File: src/rtl/sevenseg_scan_ctrl.sv
// Time-multiplexed scan controller for a multi-digit 7-segment display sharing one decoder.
// New words are accepted through valid/ready and applied only at frame boundaries.
module sevenseg_scan_ctrl #(
  parameter int NUM_DIGITS   = 4,
  parameter int SLOT_CYCLES  = 1000,
  parameter int BLANK_CYCLES = 2
) (
  input  logic                      clk,
  input  logic                      rst,
  input  logic                      en,
  input  logic                      wr_valid,
  input  logic [4*NUM_DIGITS-1:0]   wr_data,
  output logic                      wr_ready,
  output logic [3:0]                bcd_out,
  output logic [NUM_DIGITS-1:0]     digit_en,
  output logic                      frame_done,
  output logic                      bad_digit
);

  // state | meaning
  // BLANK | slot guard time, all digit commons off
  // SHOW  | current digit driven (unless its code is invalid)
  typedef enum logic {BLANK, SHOW} state_t;

  localparam int CW = (SLOT_CYCLES > 1) ? $clog2(SLOT_CYCLES) : 1;
  localparam int IW = $clog2(NUM_DIGITS);

  state_t                  state, state_nx;
  logic [CW-1:0]           cnt, cnt_nx;
  logic [IW-1:0]           idx, idx_nx;
  logic [4*NUM_DIGITS-1:0] display, disp_nx;
  logic [4*NUM_DIGITS-1:0] pend_word;
  logic                    pend, pend_nx;
  logic                    paused;
  logic                    slot_end, last_digit, wrap, xfer;
  logic [3:0]              code_nx;

  always_comb begin
    slot_end   = (cnt == CW'(SLOT_CYCLES - 1));
    last_digit = (idx == IW'(NUM_DIGITS - 1));
    wrap       = en && !paused && slot_end && last_digit;
    xfer       = wr_valid && wr_ready;
    disp_nx    = (wrap && pend) ? pend_word : display;
    cnt_nx     = cnt;
    idx_nx     = idx;
    if (en) begin
      if (paused) begin
        // resume at the start of the current digit's slot
        cnt_nx = '0;
      end else if (slot_end) begin
        cnt_nx = '0;
        idx_nx = last_digit ? '0 : idx + IW'(1);
      end else begin
        cnt_nx = cnt + CW'(1);
      end
    end
    state_nx = (cnt_nx >= CW'(BLANK_CYCLES)) ? SHOW : BLANK;
    code_nx  = disp_nx[{idx_nx, 2'b00} +: 4];
    pend_nx  = pend;
    if (wrap && pend) pend_nx = 1'b0;
    if (xfer)         pend_nx = 1'b1;
  end

  always_ff @(posedge clk) begin
    if (rst) begin
      state      <= BLANK;
      cnt        <= '0;
      idx        <= '0;
      display    <= '0;
      pend_word  <= '0;
      pend       <= 1'b0;
      paused     <= 1'b0;
      wr_ready   <= 1'b1;
      bcd_out    <= 4'd0;
      digit_en   <= '0;
      frame_done <= 1'b0;
      bad_digit  <= 1'b0;
    end else begin
      state      <= state_nx;
      cnt        <= cnt_nx;
      idx        <= idx_nx;
      display    <= disp_nx;
      pend       <= pend_nx;
      wr_ready   <= !pend_nx;
      paused     <= !en;
      frame_done <= wrap;
      if (xfer) pend_word <= wr_data;
      // code is set on BLANK entry so it settles before the common line rises
      if (en && cnt_nx == '0) bcd_out <= code_nx;
      if (en && state_nx == SHOW && code_nx <= 4'd9)
        digit_en <= NUM_DIGITS'(1) << idx_nx;
      else
        digit_en <= '0;
      if (en && state_nx == SHOW && code_nx > 4'd9) bad_digit <= 1'b1;
    end
  end

endmodule

File: config.mk
export PLATFORM = sky130hd
export DESIGN_NAME = sevenseg_scan_ctrl
export DESIGN_NICKNAME = d
export VERILOG_FILES = /design/src/rtl/sevenseg_scan_ctrl.sv
export SDC_FILE = /design/constraint.sdc
export NUM_CORES = 1
export LEC_CHECK = 0
export ABC_CLOCK_PERIOD_IN_PS = 3400
export CAP_MARGIN = 20
export CORE_MARGIN = 5
export CORE_UTILIZATION = 55
export CTS_CLUSTER_DIAMETER = 200
export DETAILED_ROUTE_END_ITERATION = 6
export PLACE_DENSITY = 0.78
export SYNTH_ARGS = -nofsm -noshare
export SYNTH_HDL_FRONTEND = slang
export SYNTH_SLANG_ARGS = --single-unit
File: constraint.sdc
create_clock -name clk -period 3.4 [get_ports clk]
set_input_delay 0.51 -clock clk [delete_from_list [all_inputs] [get_ports clk]]
set_output_delay 0.51 -clock clk [all_outputs]
set_load 0.05 [all_outputs]
* Word level (Yosys, flattened, before mapping)
Cells that the tools add are included.
** Storage, ports and cells
- Latch bits :: 0
- Register bits :: 57
- RAM bits :: 0
- Word-level logic and storage cells :: 46
- Memories kept :: 0
- Bits in read-only memories :: 0
** Cells by class
- $add $sub $neg :: 2
- Eq/ne operators :: 2
- Multiply operators :: 0
- Shift operators :: 2
- Divide/modulo/power cells :: 0
- Reduce and logical (&&, ||, !) cells :: 14
- Magnitude comparators :: 3
- Bitwise operators :: 1
- Mux-type cells :: 11
** Operators by type and width (count)
- $mux W10 :: 3
- $mux W16 :: 1
- $shiftx A16 B5 Y4 :: 1
- $add A10 B1 Y10 const B :: 1
- $eq A10 B10 Y1 const B :: 1
- $ge A10 B2 Y1 const B :: 1
- $logic_not A10 Y1 :: 1
- $logic_and A1 B1 Y1 :: 9
- $mux W2 :: 4
- $gt A4 B4 Y1 const B :: 1
- $le A4 B4 Y1 const B :: 1
- $shl A1 B2 Y4 const A :: 1
- $logic_not A1 Y1 :: 3
- $mux W1 :: 3
- $add A2 B1 Y2 const B :: 1
- $eq A2 B2 Y1 const B :: 1
- $reduce_or A2 Y1 :: 1
- $not A1 Y1 :: 1

* Logic depth before layout (Yosys ltp)
Gate-level depths: netlist of run 1.
- Depth after elaboration :: 11
- Mapped depth :: 10

* Worst setup path after synthesis of run 1
OpenSTA, ideal clock, no wires.
- Path type :: register to register
- Start point :: reg cnt[0]
- End point :: reg bcd_out[2]
- Library setup time :: 0.060 ns
- Data arrival time :: 2.419 ns
- Stages on the path, launching flop included :: 8
- Clock period less this slack :: 2.479 ns
- Buffers on the path :: 0
- Slack :: 0.921 ns
- Path through :: dfxtp_1 > ha_1 > nand4bb_4 > nor3_1 > mux2i_1 > mux2_2 > nor4_1 > a31o_1
** Between the ends
- Word-level cells in the longest chain between the ends :: 6
** RTL lines
- start: declaration :: line 29 : logic [CW-1:0] cnt, cnt_nx;
- start signal: assignment :: line 80 : cnt <= cnt_nx;
- $add A10 B1 Y10 or $eq A10 B10 Y1 (tied branches) :: line 54, 39
- $mux W10 or $logic_and A1 B1 Y1 (tied branches) :: line 50, 41
- $mux W10 or $logic_and A1 B1 Y1 (tied branches) :: line 47, 41
- $mux W10 or $logic_and A1 B1 Y1 (tied branches) :: line 46, 43
- $logic_not A10 Y1 or $mux W16 (tied branches) :: line 89, 43
- $logic_and A1 B1 Y1 or $shiftx A16 B5 Y4 (tied branches) :: line 89, 58
- end signal: assignment :: line 89 : if (en && cnt_nx == '0) bcd_out <= code_nx;
- end: declaration :: line 14 : output logic [3:0] bcd_out,
Several ways; a longest one is shown, not always the timed one.
A chain may end at the register's enable or synchronous reset.

* Worst setup path after layout of run 1
- Start point :: reg cnt[0]
- End point :: reg bcd_out[3]
The elaborated chain is that of the path after synthesis.

==> summary.md, run 1 <==
| Metric | Value |
|---|---|
| Mux share of post-synthesis cell area | `7.16%` |
| EDFF count, synth | `0` |
| Crit path max-delay family | `compound AO/OA/AOI/OAI gates` |
| Critical path capture point type | `register` |
| Worst setup SP type | `register` |
| Synth warn | `0` |
| Mapped Area | `0.00264 mm²` |
| DP Wirelength | `4450 µm` |
| Initial Util | `56.2%` |
| Clk buf depth | `2` |
| Slew @ Worst Pin | `686 ps` |
| Most common cell in the synthesized netlist | `nand2_1` |
| First-pass GRT wire length | `10500 µm` |
| Vias/cell | `5.77` |
| CTS buffer count | `9` |
| Number of global-route vias before repair | `2268` |
| Vias post-DR | `2327` |
| Core ar. | `0.00469 mm²` |
| Slew margin rel. | `54.2%` |
| First DRT Iteration DRCs | `98` |
| Final worst-path cycle share | `87.2%` |
| Largest net degree at the start of global routing | `48` |
| Setup Skew | `7.38 ps` |
| # diodes | `0` |
| Post_cts resized | `0` |
| Logic pwr share | `7.4%` |
| Status | `completed` |
| Data arrival time of the critical path | `3180 ps` |
| Post-synth net total | `336` |
| Area fraction in and, or, nand and nor cells after synthesis | `24.1%` |
| Syn avg cell area | `8.40 µm²` |
| CP max-delay cell | `o2111ai_1` |
| Cell Chain, Critical Path | `ha_1 -> nand4bb_4 -> nor3_2 -> nor3_1 -> o21ai_0 -> o2111ai_1 -> or2_1 -> o311a_1` |
| VDD IR max | `0.277 mV` |
| Port-buffer cells | `30` |
| Worst path max stage delay | `430 ps` |
| Number of nets in the layout | `367` |
| NetSw | `0.315 mW` |
| Multi-input gate area | `0.00139 mm²` |
| Static leakage | `1.15 nW` |
| Final ANT Viol Nets | `0` |
| GP Congestion | `0.953` |
| Fin Setup TNS | `0 ps` |
| Fmax achieved | `337 MHz` |
| Top cell type's share of synthesized area | `43.3%` |
| Clock sinks | `57` |
| Htree depth | `3` |
| Reg area | `0.00114 mm²` |
| Crit-path max FO | `7` |
| Synth Area in Adders | `0.949%` |
| Cell taking the most area after synthesis | `dfxtp_1` |
| Unrepaired setup endpoints after global routing | `no` |
| CTS tree | `built` |
| Cells after DPL | `388` |
| Root Buffer | `clkbuf_8` |
| Initial antenna violation count | `0` |
| Sw Share | `22.9%` |
| Ys async rst share | `0%` |
| Hold/Removal Path Class | `reg -> reg` |
| Max-slew violation count | `0` |
| CTS clock-pin slew for the worst setup and hold paths | `60 ps` |
| Routed WL | `6150 µm` |
| Distinct cells, synth | `51` |
| I/O pins | `31` |
| Maxcap violations | `0` |
| Post-Synthesis Cells | `314` |
| Power Dens Cells | `437 mW/mm²` |
| Final setup viols | `0` |
| Largest family of logic cells by synthesized area | `simple AND/OR/NAND/NOR gates` |
| Std-Cell Rows | `25` |
| Worst-Skew Late Latency | `330 ps` |
| Post-CTS Hold Fix Bufs | `0` |
| TritonRoute pass-1 iters | `4` |
| # DRC | `0` |
| Clock share of power | `41.8%` |
| Die height | `79.3 µm` |
| CP required | `3620 ps` |
| Crit path time final | `2960 ps` |
| Die Footprint | `0.00628 mm²` |
| Post-synth top cells | `69 x nand2_1, 57 x dfxtp_1, 41 x a21oi_1, 21 x nor2_1, 12 x o21ai_0` |
| Synth area leaders | `dfxtp_1 43%, nand2_1 9.8%, a21oi_1 7.8%, mux2i_1 3.0%, nor2_1 3.0%` |
| Average wire per standard cell | `15.3 µm` |
| # fillers | `399` |
| Postcts setup bufs | `0` |
| Layout cell share with drive strength beyond 1 | `10.3%` |
| Die W | `79.3 µm` |
| Synth Register Bits | `57` |
| Post-Synth XOR/XNOR Area | `0%` |
| Hold Fails Final Rpt | `0` |
| Gr ovfl total | `0` |
| Syn-to-layout area delta | `19.5%` |
| Power Internal | `1.06 mW` |
| GRT Overall Usage | `21.6%` |
| Top_reg_cell synth | `dfxtp_1` |
| Final cell count without fillers | `403` |
| Critical path class | `reg -> reg` |
| Worst path bufs/invs | `0` |
| Compound-Gate Fraction of Synth Area | `20.6%` |
| Sequential share of power | `50.8%` |
| Register area share after synthesis | `43.3%` |
-- tightest hold or removal path: cells and delay by family (launching register included) --
family	cells	cell delay, ps
AOI/OAI and AO/OA	1	50
and+or+nand+nor	1	50
DFF	1	300
-- power by group through the flow --
| stage | Sequential (mW) | Clock (mW) | Combinational [mW] |
|---|---|---|---|
| 6_report | 0.699 | 0.575 | 0.102 |
| 5_1_grt | 0.701 | 0.620 | 0.111 |
| 4_1_cts | 0.699 | 0.589 | 0.102 |
| 3_5_place_dp | 0.713 | 0 | 0.102 |
| 3_3_place_gp | 0.713 | 0 | 0.101 |
| 2_1_floorplan | 0.716 | 0 | 0.0552 |
-- cell families after synthesis --
group,Yosys count
fa+ha+maj,2
buf+inv,23
simple gates,130
mux,17
compound gates,85
flops,57
-- worst paths after layout --
| check | startpoint | endpoint | slack (ps) | cells past startpoint |
|---|---|---|---|---|
| setup / recovery | cnt[0] | bcd_out[3] | 440 | 8 |
| hold / removal | display[12] | display[12] | 450 | 2 |
| setup reg to reg | cnt[0] | bcd_out[3] | 440 | 8 |
| hold reg to reg | display[12] | display[12] | 450 | 2 |
-- final cells by class --
class | count | share of cell area, %
clock buffer | 11 | 4.17
clock inverter | 4 | 1.43
tap | 54 | 2.14
multi-input combinational | 234 | 44.1
inverter | 6 | 0.715
sequential | 57 | 36.2
timing repair buffer | 37 | 11.2
-- state kept, by name (all words and copies together) (netlist names) --
register    cells
display        16
pend_word      16
cnt            10
bcd_out         4
digit_en        4
idx             2
bad_digit       1
frame_done      1
paused          1
pend            1
wr_ready        1
-- cell usage in the layout, fill, tap and decap left out, drive strengths merged, types with 7 or more instances in the layout --
master         Yosys  final
buf                7      7
clkbuf            10     11
mux2i              8      8
nor3               7      7
dfxtp             57     57
clkdlybuf4s50      0     30
mux2               9      9
a21oi             41     41
o21ai             12     12
nand2             69     69
nor2              21     21
-- metal layers --
layer,global-route usage [%],vias to the layer above,part of all wire [%]
li1,-,1168,-
met1,25.4,1084,43
met2,36.2,56,50
met3,4.65,19,4.7
met4,12.0,0,2.8
met5,0,-,0
-- stage by stage --
step | worst slack [ps] | util, % | hold WS (ps) | total power, mW | area, µm²
floorplan | 921 | - | 429 | 0.771 | 2640
CTS | 501 | 67.2 | 452 | 1.39 | 3150
global placement | 311 | 63.4 | 442 | 0.813 | 2980
finish | 436 | 67.2 | 451 | 1.38 | 3150
global route | 206 | 67.2 | 464 | 1.43 | 3150
detailed placement | 282 | 63.4 | 444 | 0.815 | 2980
No activity file was read; power rests on OpenSTA's default activity.
==> inputs of run 2 (changes only) <==
Settings changed: CELL_PAD_IN_SITES_DETAIL_PLACEMENT set to 1, CELL_PAD_IN_SITES_GLOBAL_PLACEMENT set to 1, CORE_UTILIZATION 55 to 41, PLACE_DENSITY 0.78 to 0.77, SLEW_MARGIN set to 10.
==> run 2 against run 1 <==
Clock-buffer cell count down 2. Hold slack improved by 9.2 ps. Critical path type unchanged. Power up 9.3%. Largest power group is now clock. Utilization fell by 16 points.
==> summary.md, run 2 (same netlist as run 1, synthesis figures left out) <==
| Metric | Value |
|---|---|
| Status | `completed (unchanged)` |
| Initial antenna violation count | `0 (unchanged)` |
| Hold Fails Final Rpt | `0 (unchanged)` |
| CP max-delay cell | `o211ai_1 (was o2111ai_1)` |
| Placed Area | `0.00300 mm² (was 0.00298 mm²)` |
| # DRC | `0 (unchanged)` |
| Die W | `90.2 µm (was 79.3 µm)` |
| Unrepaired setup endpoints after global routing | `no (unchanged)` |
| Die Footprint | `0.00814 mm² (was 0.00628 mm²)` |
| Final ANT Viol Nets | `0 (unchanged)` |
| Post-CTS Hold Fix Bufs | `0 (unchanged)` |
| Maxcap violations | `0 (unchanged)` |
| Largest registers | `display: 16 flops, pend_word: 16 flops, cnt: 10 flops (unchanged)` |
| Worst-Skew Late Latency | `340 ps (was 330 ps)` |
| Core ar. | `0.00631 mm² (was 0.00469 mm²)` |
| Cell Chain, Critical Path | `ha_1 -> nand4bb_4 -> nor3_2 -> nor3_1 -> o21ai_0 -> o2111ai_1 -> o211ai_1 -> nor3b_1 (was ha_1 -> nand4bb_4 -> nor3_2 -> nor3_1 -> o21ai_0 -> o2111ai_1 -> or2_1 -> o311a_1)` |
| Final worst-path cycle share | `84.4% (was 87.2%)` |
| CTS buffer count | `9 (unchanged)` |
| Largest net degree at the start of global routing | `48 (unchanged)` |
| Slew margin rel. | `59.4% (was 54.2%)` |
| Static leakage | `1.17 nW (was 1.15 nW)` |
| Fin Setup TNS | `0 ps (unchanged)` |
| Clock sinks | `57 (unchanged)` |
| CP required | `3610 ps (was 3620 ps)` |
| Commonest non-fill, non-tap cell in the layout | `nand2_1 (unchanged)` |
| Power Dens Cells | `467 mW/mm² (was 437 mW/mm²)` |
| Number of nets in the layout | `367 (unchanged)` |
| VDD IR max | `0.314 mV (was 0.277 mV)` |
| Syn-to-layout area delta | `22.2% (was 19.5%)` |
| CTS clock-pin slew for the worst setup and hold paths | `70 ps (was 60 ps)` |
| Final setup viols | `0 (unchanged)` |
| Port-buffer cells | `30 (unchanged)` |
| First-pass GRT wire length | `12000 µm (was 10500 µm)` |
| I/O pins | `31 (unchanged)` |
| Vias/cell | `5.53 (was 5.77)` |
| Layout cell share with drive strength beyond 1 | `11.1% (was 10.3%)` |
| CTS tree | `built (unchanged)` |
| Data arrival time of the critical path | `3070 ps (was 3180 ps)` |
| Postcts setup bufs | `0 (unchanged)` |
| Htree depth | `3 (unchanged)` |
| Crit-path max FO | `7 (unchanged)` |
| Setup Skew | `11.3 ps (was 7.38 ps)` |
| Slew @ Worst Pin | `607 ps (was 686 ps)` |
| Design Area, Final | `0.00322 mm² (was 0.00315 mm²)` |
| Most frequent cells in the layout | `69 x nand2_1, 57 x dfxtp_1, 41 x a21oi_1 (unchanged)` |
| GRT Overall Usage | `17.8% (was 21.6%)` |
| Worst path max stage delay | `580 ps (was 430 ps)` |
| Critical path class | `reg -> reg (unchanged)` |
| Fmax achieved | `349 MHz (was 337 MHz)` |
| Std-Cell Rows | `29 (was 25)` |
| Worst setup SP type | `register (unchanged)` |
| Number of global-route vias before repair | `2446 (was 2268)` |
| First DRT Iteration DRCs | `92 (was 98)` |
| Vias post-DR | `2360 (was 2327)` |
| Root Buffer | `clkbuf_8 (unchanged)` |
| # diodes | `0 (unchanged)` |
| Post_cts resized | `0 (unchanged)` |
| Hold/Removal Path Class | `reg -> reg (unchanged)` |
| Worst path bufs/invs | `0 (unchanged)` |
| Critical path capture point type | `register (unchanged)` |
| # fillers | `784 (was 399)` |
| Clk buf depth | `2 (unchanged)` |
| Die height | `90.2 µm (was 79.3 µm)` |
| Initial Util | `41.8% (was 56.2%)` |
| Max-slew violation count | `0 (unchanged)` |
| GP Congestion | `0.844 (was 0.953)` |
| Crit path time final | `2870 ps (was 2960 ps)` |
| TritonRoute pass-1 iters | `4 (unchanged)` |
| Gr ovfl total | `0 (unchanged)` |
| Routed WL | `6980 µm (was 6150 µm)` |
| Average wire per standard cell | `16.3 µm (was 15.3 µm)` |
| DP Wirelength | `4940 µm (was 4450 µm)` |
| Crit path max-delay family | `compound AO/OA/AOI/OAI gates (unchanged)` |
## run 2: cell types whose count changed in the layout (fill, tap and decap cells not counted), sizes merged
| cell | previous run | this run |
|---|---|---|
| clkinvlp | 0 | 1 |
| clkinv | 4 | 5 |
| clkbuf | 11 | 9 |
| bufinv | 1 | 2 |
## run 2: worst min-delay path: stages (launching register included)
cell	delay, ps
dfxtp_1	320
nand2_1	50
a21oi_1	50
## run 2: layout make-up
type                            instances  area, µm²  share of cell area, %
Multi-Input combinational cell        234       1390                   43.2
Sequential cell                        57       1140                   35.4
Timing Repair Buffer                   37        353                   10.9
Clock buffer                            9        124                   3.84
Tap cell                               77       96.3                   2.99
Clock inverter                          7       95.1                   2.95
Inverter                                6       22.5                  0.699
## run 2: per-stage QoR
step                      hold WS (ps)  utilization, %  std cells  worst slack (ps)  total power [mW]
after floorplan                    429               -        314               921             0.771
after global placement             437            47.6        411               347             0.814
final                              460            51.1        427               531              1.51
after CTS                          461            51.1        427               539              1.52
after global routing               486            51.1        427               213              1.57
after detailed placement           450            47.6        411               304             0.817
## run 2: path summary, 6_finish.rpt
path / cells past startpoint / slack (ps) / to / from
hold reg to reg: 2 / 460 / display[4] / display[4]
setup / recovery: 8 / 530 / digit_en[3] / cnt[0]
hold / removal: 2 / 460 / display[4] / display[4]
setup reg to reg: 8 / 530 / digit_en[3] / cnt[0]
## run 2: routing by layer
layer | up-vias | part of all wire [%] | track usage [%]
met1 | 1140 | 48 | 23.4
met2 | 38 | 47 | 28.5
li1 | 1175 | - | -
met3 | 7 | 4.2 | 5.26
met4 | 0 | 1.2 | 4.59
met5 | - | 0 | 0
## run 2: power breakdown
part,internal (mW),leakage [nW],switching [mW]
clock,0.412,0.109,0.292
combinational,0.0458,0.593,0.0567
sequential,0.684,0.463,0.0141
==> inputs of run 3 (changes only) <==
Settings changed: ABC_CLOCK_PERIOD_IN_PS 3400 to 2600, CORE_UTILIZATION 41 to 37, PLACE_DENSITY 0.77 to 0.73.
Clock period 3.4 ns to 2.6 ns, I/O delays scaled along.
==> run 3 against run 2 <==
Combinational power grew 50%. Sequential cell count unchanged. Global-route usage decreased by 0.15 points. Non-clock buffer count rose by 26. First-iteration DRC count shrank 8.7%. Clock power increased by 32%. Utilization down 0.36 points. Maximum frequency up 14%. Die area is 9.6% higher. Worst setup slack got worse by 440 ps.
==> summary.md, run 3 (same netlist as run 1, synthesis figures left out) <==
| Metric | Value |
|---|---|
| Status | `completed (unchanged)` |
| TritonRoute pass-1 iters | `4 (unchanged)` |
| Initial antenna violation count | `0 (unchanged)` |
| Power Internal | `1.54 mW (was 1.14 mW)` |
| Layout cell share with drive strength beyond 1 | `18.4% (was 11.1%)` |
| Commonest non-fill, non-tap cell in the layout | `nand2_1 (unchanged)` |
| CP required | `2870 ps (was 3610 ps)` |
| CTS tree | `built (unchanged)` |
| Largest registers | `display: 16 flops, pend_word: 16 flops, cnt: 10 flops (unchanged)` |
| VDD IR max | `0.390 mV (was 0.314 mV)` |
| Htree depth | `3 (unchanged)` |
| Final setup viols | `0 (unchanged)` |
| NetSw | `0.460 mW (was 0.363 mW)` |
| Gr ovfl total | `0 (unchanged)` |
| Hold/Removal Path Class | `reg -> reg (unchanged)` |
| Crit path time final | `2510 ps (was 2870 ps)` |
| Number of global-route vias before repair | `2597 (was 2446)` |
| Hold Fails Final Rpt | `0 (unchanged)` |
| Top Usage Layer GRT | `met2 (unchanged)` |
| Static leakage | `1.30 nW (was 1.17 nW)` |
| Critical path class | `reg -> reg (unchanged)` |
| Initial Util | `38.4% (was 41.8%)` |
| Total power | `2.00 mW (was 1.51 mW)` |
| # fillers | `830 (was 784)` |
| Clk buf depth | `2 (unchanged)` |
| Critical path capture point type | `register (unchanged)` |
| GP Congestion | `0.885 (was 0.844)` |
| Power Dens Cells | `573 mW/mm² (was 467 mW/mm²)` |
| Core ar. | `0.00687 mm² (was 0.00631 mm²)` |
| GRT Overall Usage | `17.7% (was 17.8%)` |
| CTS buffer count | `9 (unchanged)` |
| # diodes | `0 (unchanged)` |
| Sequential share of power | `45.8% (was 46.4%)` |
| Worst setup SP type | `register (unchanged)` |
| First DRT Iteration DRCs | `84 (was 92)` |
| Average wire per standard cell | `16.1 µm (was 16.3 µm)` |
| Root Buffer | `clkbuf_8 (unchanged)` |
| Vias/cell | `5.25 (was 5.53)` |
| CTS clock-pin slew for the worst setup and hold paths | `70 ps (about the same)` |
| Sw Share | `23.0% (was 24.1%)` |
| Setup Skew | `8.89 ps (was 11.3 ps)` |
| Met1 Resource Use GR | `20.8% (was 23.4%)` |
| Number of nets in the layout | `393 (was 367)` |
| Maxcap violations | `0 (unchanged)` |
| Vias post-DR | `2479 (was 2360)` |
| Slew @ Worst Pin | `597 ps (was 607 ps)` |
| Slew margin rel. | `60.2% (was 59.4%)` |
| Syn-to-layout area delta | `32.0% (was 22.2%)` |
| First-pass GRT wire length | `12200 µm (was 12000 µm)` |
| Fmax achieved | `398 MHz (was 349 MHz)` |
| Std-Cell Rows | `30 (was 29)` |
| Routed WL | `7610 µm (was 6980 µm)` |
| Design Area, Final | `0.00348 mm² (was 0.00322 mm²)` |
| Logic pwr share | `7.7% (was 6.8%)` |
| Clock share of power | `46.5% (was 46.8%)` |
| Crit-path max FO | `12 (was 7)` |
| Hold_ws | `456 ps (was 460 ps)` |
| Clock sinks | `57 (unchanged)` |
| Die W | `94.4 µm (was 90.2 µm)` |
| Die Footprint | `0.00892 mm² (was 0.00814 mm²)` |
| Final worst-path cycle share | `96.6% (was 84.4%)` |
| Die height | `94.4 µm (was 90.2 µm)` |
| Max-slew violation count | `0 (unchanged)` |
| Worst-Skew Late Latency | `340 ps (about the same)` |
| Most frequent cells in the layout | `69 x nand2_1, 55 x dfxtp_1, 41 x a21oi_1 (was 69 x nand2_1, 57 x dfxtp_1, 41 x a21oi_1)` |
| # DRC | `0 (unchanged)` |
| Final ANT Viol Nets | `0 (unchanged)` |
| Met3 GRT Util | `3.75% (was 5.26%)` |
| Port-buffer cells | `30 (unchanged)` |
| I/O pins | `31 (unchanged)` |
| Largest net degree at the start of global routing | `48 (unchanged)` |
| Data arrival time of the critical path | `2780 ps (was 3070 ps)` |
| Placed Area | `0.00322 mm² (was 0.00300 mm²)` |
| Met2 usage | `30.3% (was 28.5%)` |
| DP Wirelength | `5420 µm (was 4940 µm)` |
-- run 3: worst paths after layout --
kind / startpoint / endpoint / slack (ps) / cells after the start
max reg2reg: cnt[6] / bad_digit / 90 / 8
max: cnt[6] / bad_digit / 90 / 8
min reg2reg: display[2] / display[2] / 460 / 2
min: display[2] / display[2] / 460 / 2
-- run 3: power by group through the flow --
| stage | clock network [mW] | logic [mW] | registers, mW |
|---|---|---|---|
| final | 0.929 | 0.153 | 0.914 |
| after global placement | 0 | 0.149 | 0.932 |
| after CTS | 0.952 | 0.155 | 0.913 |
| after global routing | 0.990 | 0.169 | 0.916 |
| after floorplan | 0 | 0.0722 | 0.936 |
| after detailed placement | 0 | 0.153 | 0.932 |
-- run 3: per-stage QoR --
step / util, % / cells / worst slack (ps) / TNS, ps
after floorplan: - / 314 / 121 / 0
after global placement: 46.9 / 456 / -201 / -1450
after detailed placement: 46.9 / 456 / -257 / -2030
after CTS: 50.1 / 472 / 2.75 / 0
after global routing: 50.7 / 472 / -12.0 / -17.1
final: 50.7 / 472 / 89.5 / 0
-- run 3: worst max-delay path, cell delays in order (launching register included) --
cell	delay, ps
dfxtp_1	460
nand4_4	190
or4_1	550
buf_4	210
mux2i_1	170
mux2_4	300
a211o_1	290
and2_1	170
o2bb2ai_2	100
-- run 3: area by class of cell --
cell class	count	area, µm²	area share [%]
clock buffer	12	145	4.17
clock inverter	4	76.3	2.19
inverter	6	22.5	0.647
multi-input combinational	234	1420	40.9
sequential	57	1140	32.8
tap	96	120	3.45
timing repair buffer	63	551	15.8
-- run 3: timing repair --
| item | CTS | global route |
|---|---|---|
| setup endpoints to repair | 0 | 9 |
| setup buffers | 0 | 0 |
| resized for setup | 0 | 9 |
| hold buffers | 0 | 0 |
-- run 3: per-layer routing --
metal / part of all wire, % / up-vias
met2: 51 / 36
met3: 2.9 / 16
met4: 2.2 / 0
li1: - / 1220
met5: 0 / -
met1: 44 / 1207
